## config.mk

```make
export PLATFORM = sky130hd
export DESIGN_NAME = hack_rom_loader
export DESIGN_NICKNAME = d
export VERILOG_FILES = /design/src/rtl/hack_loader_pkg.sv /design/src/rtl/hack_byte_pair.sv /design/src/rtl/hack_rom_loader.sv
export SDC_FILE = /design/constraint.sdc
export NUM_CORES = 1
export LEC_CHECK = 0
export CAP_MARGIN = 20
export CORE_AREA = 3 3 113 115
export DETAILED_ROUTE_END_ITERATION = 16
export DIE_AREA = 0 0 116 118
export PLACE_DENSITY_LB_ADDON = 0.2
export SYNTH_ARGS = -nofsm -noshare
export SYNTH_HDL_FRONTEND = slang
export SYNTH_SLANG_ARGS = --single-unit
```

## constraint.sdc

```tcl
create_clock -name CLK -period 5 [get_ports CLK]
set_input_delay 1 -clock CLK [delete_from_list [all_inputs] [get_ports CLK]]
set_output_delay 1 -clock CLK [all_outputs]
set_load 0.03 [all_outputs]
```

## src/rtl/hack_loader_pkg.sv

```systemverilog
// Shared definitions for the Hack instruction-ROM loader: state encoding,
// ROM address / word widths and the maximum frame length in words.
package hack_loader_pkg;

  localparam int ROM_AW = 15;
  localparam int WORD_W = 16;

  // Largest legal word count: fills the whole 32K-word instruction ROM.
  localparam logic [WORD_W-1:0] MAX_LEN = 16'h8000;

  // CHK_HI/CHK_LO are only reachable when LOADER_CHECKSUM_EN is defined.
  typedef enum logic [3:0] {
    IDLE    = 4'd0,
    LEN_HI  = 4'd1,
    LEN_LO  = 4'd2,
    DATA_HI = 4'd3,
    DATA_LO = 4'd4,
    WRITE   = 4'd5,
    DONE    = 4'd6,
    ERR     = 4'd7,
    CHK_HI  = 4'd8,
    CHK_LO  = 4'd9
  } state_t;

endpackage

```

## src/rtl/hack_byte_pair.sv

```systemverilog
// Assembles big-endian byte pairs into 16-bit words.
// o_pair is the combinational {held high byte, current byte} used for the
// length and checksum decisions; o_word/o_word_valid are the registered word
// and its one-cycle strobe, which drive the ROM write port directly.
module hack_byte_pair
  import hack_loader_pkg::*;
(
  input  logic              i_clk,
  input  logic              i_rst,
  input  logic [7:0]        i_byte,
  input  logic              i_hi_take,
  input  logic              i_lo_take,
  output logic [WORD_W-1:0] o_pair,
  output logic [WORD_W-1:0] o_word,
  output logic              o_word_valid
);

  logic [7:0]        r_hi;
  logic [WORD_W-1:0] r_word;
  logic              r_word_valid;

  assign o_pair       = {r_hi, i_byte};
  assign o_word       = r_word;
  assign o_word_valid = r_word_valid;

  // Hold the high byte, then latch the full word and pulse valid on the low byte.
  always_ff @(posedge i_clk or posedge i_rst) begin
    if (i_rst) begin
      r_hi         <= '0;
      r_word       <= '0;
      r_word_valid <= 1'b0;
    end else begin
      r_word_valid <= i_lo_take;
      if (i_hi_take) r_hi <= i_byte;
      if (i_lo_take) r_word <= {r_hi, i_byte};
    end
  end

endmodule

```

## src/rtl/hack_rom_loader.sv

```systemverilog
// Serial-link loader for the Hack instruction ROM. Frame: 16-bit word count N
// (high byte first) followed by N 16-bit words (high byte first). The CPU is
// held in reset except while DONE.
// Optional feature: define LOADER_CHECKSUM_EN to require a trailing 16-bit
// mod-2^16 sum of all words; a mismatch ends in ERR.
//
// state   | meaning
// IDLE    | after reset, waiting for start
// LEN_HI  | expecting high byte of word count
// LEN_LO  | expecting low byte of word count; decides DONE / ERR / DATA_HI
// DATA_HI | expecting high byte of next word
// DATA_LO | expecting low byte of next word
// WRITE   | one-cycle ROM write strobe, address advances afterwards
// CHK_HI  | expecting high byte of checksum (checksum build only)
// CHK_LO  | expecting low byte of checksum (checksum build only)
// DONE    | load complete, CPU released; start reloads
// ERR     | bad length or checksum, CPU held; start reloads
module hack_rom_loader
  import hack_loader_pkg::*;
(
  input  logic              CLK,
  input  logic              reset,
  input  logic              start,
  input  logic              in_valid,
  input  logic [7:0]        in_byte,
  output logic              in_ready,
  output logic              rom_we,
  output logic [ROM_AW-1:0] rom_addr,
  output logic [WORD_W-1:0] rom_data,
  output logic              cpu_reset,
  output logic              busy,
  output logic              done,
  output logic              error
);

  state_t            r_state, w_next;
  logic [ROM_AW-1:0] r_addr;
  logic [WORD_W-1:0] r_remaining;
  logic [WORD_W-1:0] w_pair;
  logic              w_xfer, w_hi_take, w_lo_take, w_len_load, w_write;
`ifdef LOADER_CHECKSUM_EN
  logic [WORD_W-1:0] r_sum;
`endif

`ifdef LOADER_CHECKSUM_EN
  assign in_ready = (r_state == LEN_HI) || (r_state == LEN_LO) ||
                    (r_state == DATA_HI) || (r_state == DATA_LO) ||
                    (r_state == CHK_HI) || (r_state == CHK_LO);
`else
  assign in_ready = (r_state == LEN_HI) || (r_state == LEN_LO) ||
                    (r_state == DATA_HI) || (r_state == DATA_LO);
`endif
  assign w_xfer   = in_valid & in_ready;
  assign w_write  = (r_state == WRITE);
  assign rom_addr = r_addr;

  hack_byte_pair u_pair (
    .i_clk        (CLK),
    .i_rst        (reset),
    .i_byte       (in_byte),
    .i_hi_take    (w_hi_take),
    .i_lo_take    (w_lo_take),
    .o_pair       (w_pair),
    .o_word       (rom_data),
    .o_word_valid (rom_we)
  );

  // State register.
  always_ff @(posedge CLK or posedge reset) begin
    if (reset) r_state <= IDLE;
    else       r_state <= w_next;
  end

  // Address counter and remaining-word down-counter; rearmed on a legal length.
  always_ff @(posedge CLK or posedge reset) begin
    if (reset) begin
      r_addr      <= '0;
      r_remaining <= '0;
    end else if (w_len_load) begin
      r_addr      <= '0;
      r_remaining <= w_pair;
    end else if (w_write) begin
      r_addr      <= r_addr + 1'b1;
      r_remaining <= r_remaining - 1'b1;
    end
  end

`ifdef LOADER_CHECKSUM_EN
  // Running mod-2^16 sum of every word written in this load.
  always_ff @(posedge CLK or posedge reset) begin
    if (reset)           r_sum <= '0;
    else if (w_len_load) r_sum <= '0;
    else if (w_write)    r_sum <= r_sum + rom_data;
  end
`endif

  // Next-state and status decode.
  always_comb begin
    w_next     = r_state;
    w_hi_take  = 1'b0;
    w_lo_take  = 1'b0;
    w_len_load = 1'b0;
    busy       = 1'b0;
    done       = 1'b0;
    error      = 1'b0;
    cpu_reset  = 1'b1;
    case (r_state)
      IDLE: if (start) w_next = LEN_HI;
      LEN_HI: begin
        busy = 1'b1;
        if (w_xfer) begin
          w_hi_take = 1'b1;
          w_next    = LEN_LO;
        end
      end
      LEN_LO: begin
        busy = 1'b1;
        if (w_xfer) begin
          if (w_pair == '0)          w_next = DONE;
          else if (w_pair > MAX_LEN) w_next = ERR;
          else begin
            w_next     = DATA_HI;
            w_len_load = 1'b1;
          end
        end
      end
      DATA_HI: begin
        busy = 1'b1;
        if (w_xfer) begin
          w_hi_take = 1'b1;
          w_next    = DATA_LO;
        end
      end
      DATA_LO: begin
        busy = 1'b1;
        if (w_xfer) begin
          w_lo_take = 1'b1;
          w_next    = WRITE;
        end
      end
      WRITE: begin
        busy = 1'b1;
`ifdef LOADER_CHECKSUM_EN
        w_next = (r_remaining == 16'd1) ? CHK_HI : DATA_HI;
`else
        w_next = (r_remaining == 16'd1) ? DONE : DATA_HI;
`endif
      end
`ifdef LOADER_CHECKSUM_EN
      CHK_HI: begin
        busy = 1'b1;
        if (w_xfer) begin
          w_hi_take = 1'b1;
          w_next    = CHK_LO;
        end
      end
      CHK_LO: begin
        busy = 1'b1;
        if (w_xfer) w_next = (w_pair == r_sum) ? DONE : ERR;
      end
`endif
      DONE: begin
        done      = 1'b1;
        cpu_reset = start;
        if (start) w_next = LEN_HI;
      end
      ERR: begin
        error = 1'b1;
        if (start) w_next = LEN_HI;
      end
      default: w_next = IDLE;
    endcase
  end

endmodule

```

==> impl_results.md, run 1 <==
- Area contributors post-synth: dfrtp_1 51%, mux2_2 9.6%, nand2_1 3.5%
- Worst-path maximum fanout: 3
- Count of final max-slew check failures: 0
- Crit path DAT: 2.39 ns
- Synth Area in Adders: 1.29%
- Yosys warning total: 0
- Pwr Density: 678 mW/mm2
- Relative slew margins: 59.5%
- Max-cap violations: 0
- Tightest Pin Transition: 0.608 ns
- IO buf count: 48
- Syn Nets: 287
- Rows: 40
- Setup TNS: 0 ns
- Width of the chip: 116 um
- Avg WL per Cell: 15.3 um
- Synth Area in Compound Gates: 10.3%
- Top post-synthesis cells by count: 59 x dfrtp_1, 27 x nand2_1, 25 x mux2_2
- Area leader, netlist: dfrtp_1
- Crit path from: start
- Pleak: 1.51 nW
- Multiplexer share of the synthesized area: 10.3%
- Final hold vios: 0
- Nets: 337
- Clk sink count: 59
- Multi-input gate area: 0.00136 mm2
- Gates resized, CTS repair: 0
- Hold_ws: 0.509 ns
- DIE AREA: 0.0137 mm2
- FF/Latch Area: 0.00148 mm2
- Share of cells above drive strength 1: 17.1%
- First-pass GRT wire length: 12.0 mm
- Final antenna-violating net count: 0
- Die height: 118 um
- Final RePlAce weighted congestion: 0.737
- CTS root buffer: clkbuf_16
- Cts hold-fix bufs: 0
- Global Route Usage Sum: 11.1%
- Grt total ovfl: 0
- Status: finished, final reports clean
- Area Overhead vs Synth: 31.3%
- Drt drc: 0
- Syn Inst Count: 272
- WP data required: 4.00 ns
- Area after DPL: 0.00355 mm2
- XOR/XNOR Fraction of Synth Area: 4.20%
- Crit path capture type: output port
- Pin count of the biggest net entering global routing: 41
- Seq/Total Area, Yosys: 50.6%
- Detailed Place HPWL: 5.12 mm
- Crit Path Category: input pin to output port
- RSZ-0062 raised after global routing: no
- Core ar.: 0.0119 mm2
- Filler cells: 1237
- Drt first pass iters: 4
- # diodes: 0
- Clock transition at the registers of the reported paths: 0.06 ns
- Startpoint types: input pin
- Async S/R FF share, synth: 100%
- Hold Path Origin: u_pair.o_word[9]
- Design area: 0.00383 mm2
- Period Utilization, post-route: 67.7%
- Most common cell in the synthesized netlist: dfrtp_1
- Synthesized cell area: 0.00292 mm2
- Vias in the first global route: 2292
- Via density: 4.71
- Final setup viols: 0
- CTS H-Tree Depth: 3
- R2r startpoint: u_pair.r_hi[0]
- Vias: 2233
- # Post-CTS Setup Buffers: 0
- Clk_lat worst skew: 0.33 ns
- # IOs: 49
- Number of different library cells in the post-synthesis netlist: 50
- Max Root-Sink Buffers: 2
- Peak supply drop: 0.269 mV
- Hold Path Class: flip-flop to flip-flop
- Clock Skews: 0.0123 ns
- Main combinational cell family by area after synthesis: simple AND/OR/NAND/NOR gates
- Synth Area in Simple Gates: 20.0%
- Top cell type's share of synthesized area: 50.6%
- Initial antenna violation count: 0
- Max Clk Rate: 295 MHz
- Clock buffer count from CTS: 9
- Post-synth EDFFs: 0
- PnR Total Power: 2.60 mW
- Crit path time final: 3.39 ns
- Synthesized flop and latch total: 59
- Iteration-0 DRC Markers: 146
- Initial Util: 24.5%
- Routed WL: 7.24 mm
- CTS tree: yes
- Avg Cell Area, Syn: 10.7 um2
- Main synth FF type: dfrtp_1
## registers in the layout, indices dropped and copies added, names as in the netlist
name and count:
r_remaining 16, u_pair.r_hi 8, rom_addr 15, u_pair.o_word 16, r_state 3, u_pair.o_word_valid 1
## layout by cell type (no fill, tap or decap), types with 3 or more instances in the layout
cell,synthesis,routed
inv_1,6,5
clkinvlp_4,0,3
or3_1,6,6
o211ai_1,3,3
clkdlybuf4s50_1,0,48
nand3_1,6,6
nand4_1,5,5
nand3b_1,6,6
a21oi_1,10,10
xnor2_1,7,7
xor2_1,7,7
a221o_1,4,4
nor2_1,22,22
mux2_2,25,25
and3_1,3,3
buf_4,0,3
ha_1,3,3
and4_1,3,3
clkbuf_16,0,9
dfrtp_1,59,59
nor3_1,6,6
o21ai_0,16,16
nand2_1,27,27
nor4_1,4,4
## worst max-delay path, cell delays in order
cell and delay [ns]:
clkdlybuf4s50_1 0.44, or3_1 0.35, clkdlybuf4s50_1 0.60
## routing by layer
layer / wire (um) / vias up / global-route usage, %
li1: - / 1090 / -
met1: 3450 / 1079 / 15.0
met2: 3400 / 60 / 16.9
met3: 353 / 4 / 3.24
met4: 38 / 0 / 3.34
met5: 0 / - / 0
## power breakdown
group          leakage (nW)  switching (mW)  internal [mW]
sequential            0.735           0.277          0.699
combinational         0.647           0.552          0.488
clock                 0.132           0.230          0.353
## final cells by class
class / instances / share of cell area [%]
well taps: 147 / 4.80
clock inverters: 6 / 1.27
flip-flops and latches: 59 / 38.5
repair buffers: 51 / 13.1
multi-input cells: 195 / 35.5
clock buffers: 10 / 6.23
inverters: 6 / 0.587
## through the flow
step	util (%)	setup slack (ns)	std cells
final	32.2	1.61	474
after global routing	32.2	1.50	474
after CTS	32.2	1.61	474
after detailed placement	29.8	1.33	458
after global placement	29.8	1.34	458
after floorplan	-	2.48	272
## kinds of logic after synthesis
group	Yosys count
AND/OR/NAND/NOR	105
flip-flops	59
AO/OA/AOI/OAI	46
multiplexers	27
buffers and inverters	18
XOR/XNOR	14
adder cells (fa/ha/maj)	3
## worst paths after layout
kind	to	slack (ns)	cells after the start
worst max-delay path	cpu_reset	1.61	3
worst min-delay path	u_pair.o_word[9]	0.51	1
worst max register to register	r_remaining[9]	2.39	6
worst min register to register	u_pair.o_word[9]	0.51	1
max in group asynchronous	r_remaining[10]	3.14	3
min in group asynchronous	rom_addr[14]	1.00	2
No activity file was read; power rests on OpenSTA's default activity.
==> inputs of run 2 (changes only) <==
==> constraint.sdc (replaced) <==
create_clock -name CLK -period 3.31 [get_ports CLK]
set_input_delay 0.662 -clock CLK [delete_from_list [all_inputs] [get_ports CLK]]
set_output_delay 0.662 -clock CLK [all_outputs]
set_load 0.03 [all_outputs]
==> impl_results.md, run 2 (synthesis results as in run 1) <==
- Initial antenna violation count: 0 (unchanged)
- Drt drc: 0 (unchanged)
- Avg WL per Cell: 15.3 um (about the same)
- Iteration-0 DRC Markers: 191 (was 146)
- Final hold vios: 0 (unchanged)
- # diodes: 0 (unchanged)
- RSZ-0062 raised after global routing: no (unchanged)
- Vias in the first global route: 2310 (was 2292)
- Cts hold-fix bufs: 0 (unchanged)
- # IOs: 49 (unchanged)
- Clk_lat worst skew: 0.33 ns (about the same)
- Initial Util: 24.5% (unchanged)
- Final RePlAce weighted congestion: 0.786 (was 0.737)
- Max-cap violations: 0 (unchanged)
- Pin count of the biggest net entering global routing: 35 (was 41)
- Logic pwr share: 40.8% (was 40.0%)
- Max Clk Rate: 367 MHz
- Commonest non-fill, non-tap cells in the layout: 59 x dfrtp_1, 48 x clkdlybuf4s50_1, 27 x nand2_1 (unchanged)
- Clk sink count: 59 (unchanged)
- # Post-CTS Setup Buffers: 0 (unchanged)
- Count of final max-slew check failures: 0 (unchanged)
- Filler cells: 1229 (was 1237)
- Power share of the sequential group: 37.4% (was 37.5%)
- Clock transition at the registers of the reported paths: 0.05 ns (was 0.06 ns)
- Design area: 0.00386 mm2 (was 0.00383 mm2)
- Crit path from: start (unchanged)
- IO buf count: 48 (unchanged)
- Final setup viols: 0 (unchanged)
- Startpoint types: input pin (unchanged)
- Clock Skews: 0.00964 ns (was 0.0123 ns)
- Detailed Place HPWL: 5.12 mm (about the same)
- Die height: 118 um (unchanged)
- FF-to-FF setup slack: 1.16 ns (was 2.39 ns)
- Global Route Usage Sum: 11.4% (was 11.1%)
- Routed WL: 7.29 mm (was 7.24 mm)
- Relative slew margins: 57.5% (was 59.5%)
- Setup TNS: 0 ns (unchanged)
- Status: finished, final reports clean (unchanged)
- CTS H-Tree Depth: 3 (unchanged)
- Pleak: 1.54 nW (was 1.51 nW)
- Clock Power Share: 21.8% (was 22.4%)
- Worst Hold Depth: 1 (unchanged)
- Gates resized, CTS repair: 0 (unchanged)
- Sw frac: 40.3% (was 40.8%)
- Area Overhead vs Synth: 32.2% (was 31.3%)
- Clock buffer count from CTS: 9 (unchanged)
- Final antenna-violating net count: 0 (unchanged)
- Worst flop-to-flop path endpoint: r_remaining[10] (was r_remaining[9])
- Hold Path Origin: u_pair.o_word[6] (was u_pair.o_word[9])
- CTS root buffer: clkbuf_16 (unchanged)
- Tightest Pin Transition: 0.636 ns (was 0.608 ns)
- DIE AREA: 0.0137 mm2 (unchanged)
- Period Utilization, post-route: 82.4%
- Vias: 2277 (was 2233)
- Setup crit end: cpu_reset (unchanged)
- Core ar.: 0.0119 mm2 (unchanged)
- Met3 wire len: 412 um (was 353 um)
- R2r startpoint: r_state[2] (was u_pair.r_hi[0])
- Crit path time final: 2.73 ns
- Crit path DAT: 2.06 ns (was 2.39 ns)
- R2R cell count: 7 (was 6)
- Via density: 4.76 (was 4.71)
- Width of the chip: 116 um (unchanged)
- Sw Pwr: 1.57 mW (was 1.06 mW)
- Crit Path Category: input pin to output port (unchanged)
- Area after DPL: 0.00359 mm2 (was 0.00355 mm2)
- Nets: 341 (was 337)
- M1 WL: 3.47 mm (was 3.45 mm)
- Commonest non-fill, non-tap cell in the layout: dfrtp_1 (unchanged)
- Peak supply drop: 0.438 mV (was 0.269 mV)
- Top Metal Used: met4 (unchanged)
- Drt first pass iters: 4 (unchanged)
- WL met2: 3.32 mm (was 3.40 mm)
- Share of cells above drive strength 1: 17.5% (was 17.1%)
- WP data required: 2.65 ns (was 4.00 ns)
- Pwr Density: 1010 mW/mm2 (was 678 mW/mm2)
- Hold Path Class: flip-flop to flip-flop (unchanged)
- First-pass GRT wire length: 12.3 mm (was 12.0 mm)
- Worst-path maximum fanout: 3 (unchanged)
- Rows: 40 (unchanged)
- Max Root-Sink Buffers: 2 (unchanged)
- CTS tree: yes (unchanged)
- Internal: 2.33 mW (was 1.54 mW)
- Grt total ovfl: 0 (unchanged)
- Crit path capture type: output port (unchanged)
run 2: changes by cell type in the layout (fill, tap and decap cells not counted), sizes merged:
cell      previous run  this run
clkinvlp             3         1
clkbuf              10        12
inv                  8         6
buf                  3         7
clkinv               1         3
run 2: layout make-up:
cell class	count	area (um2)	share of cell area (%)
clock buffers	12	246	6.38
clock inverters	4	26.3	0.680
inverters	6	22.5	0.583
multi-input cells	195	1360	35.2
flip-flops and latches	59	1480	38.2
well taps	147	184	4.76
repair buffers	55	546	14.1
run 2: through the flow:
step                      cells  setup WS, ns  util [%]  total power, mW  hold slack (ns)
after global routing        478         0.554      32.4             4.18            0.529
final                       478         0.583      32.4             3.90            0.508
after CTS                   478         0.579      32.4             3.96            0.512
after detailed placement    462         0.454      30.1             3.07            0.497
after floorplan             272          1.13         -             2.42            0.494
after global placement      462         0.497      30.1             3.07            0.494
run 2: worst min-delay path by stage:
stage                              endpoint  slack, ns
after floorplan             r_remaining[14]       0.49
after global placement     u_pair.o_word[1]       0.49
after detailed placement  u_pair.o_word[12]       0.50
after CTS                  u_pair.o_word[7]       0.51
after global routing       u_pair.o_word[9]       0.53
final                      u_pair.o_word[6]       0.51
run 2: layer usage:
metal / up-vias / global-route usage (%)
met4: 0 / 3.34
li1: 1105 / -
met2: 72 / 17.0
met3: 11 / 4.06
met1: 1089 / 15.5
met5: - / 0
run 2: worst max-delay path: stages:
cell and delay [ns]:
clkdlybuf4s50_1 0.45, or3_1 0.35, clkdlybuf4s50_1 0.60
run 2: power groups by stage:
stage	Sequential, mW	Clock (mW)	Combinational [mW]
after global placement	1.47	0	1.60
after CTS	1.47	0.881	1.61
after detailed placement	1.47	0	1.60
after floorplan	1.66	0	0.761
after global routing	1.53	0.926	1.73
final	1.46	0.853	1.59
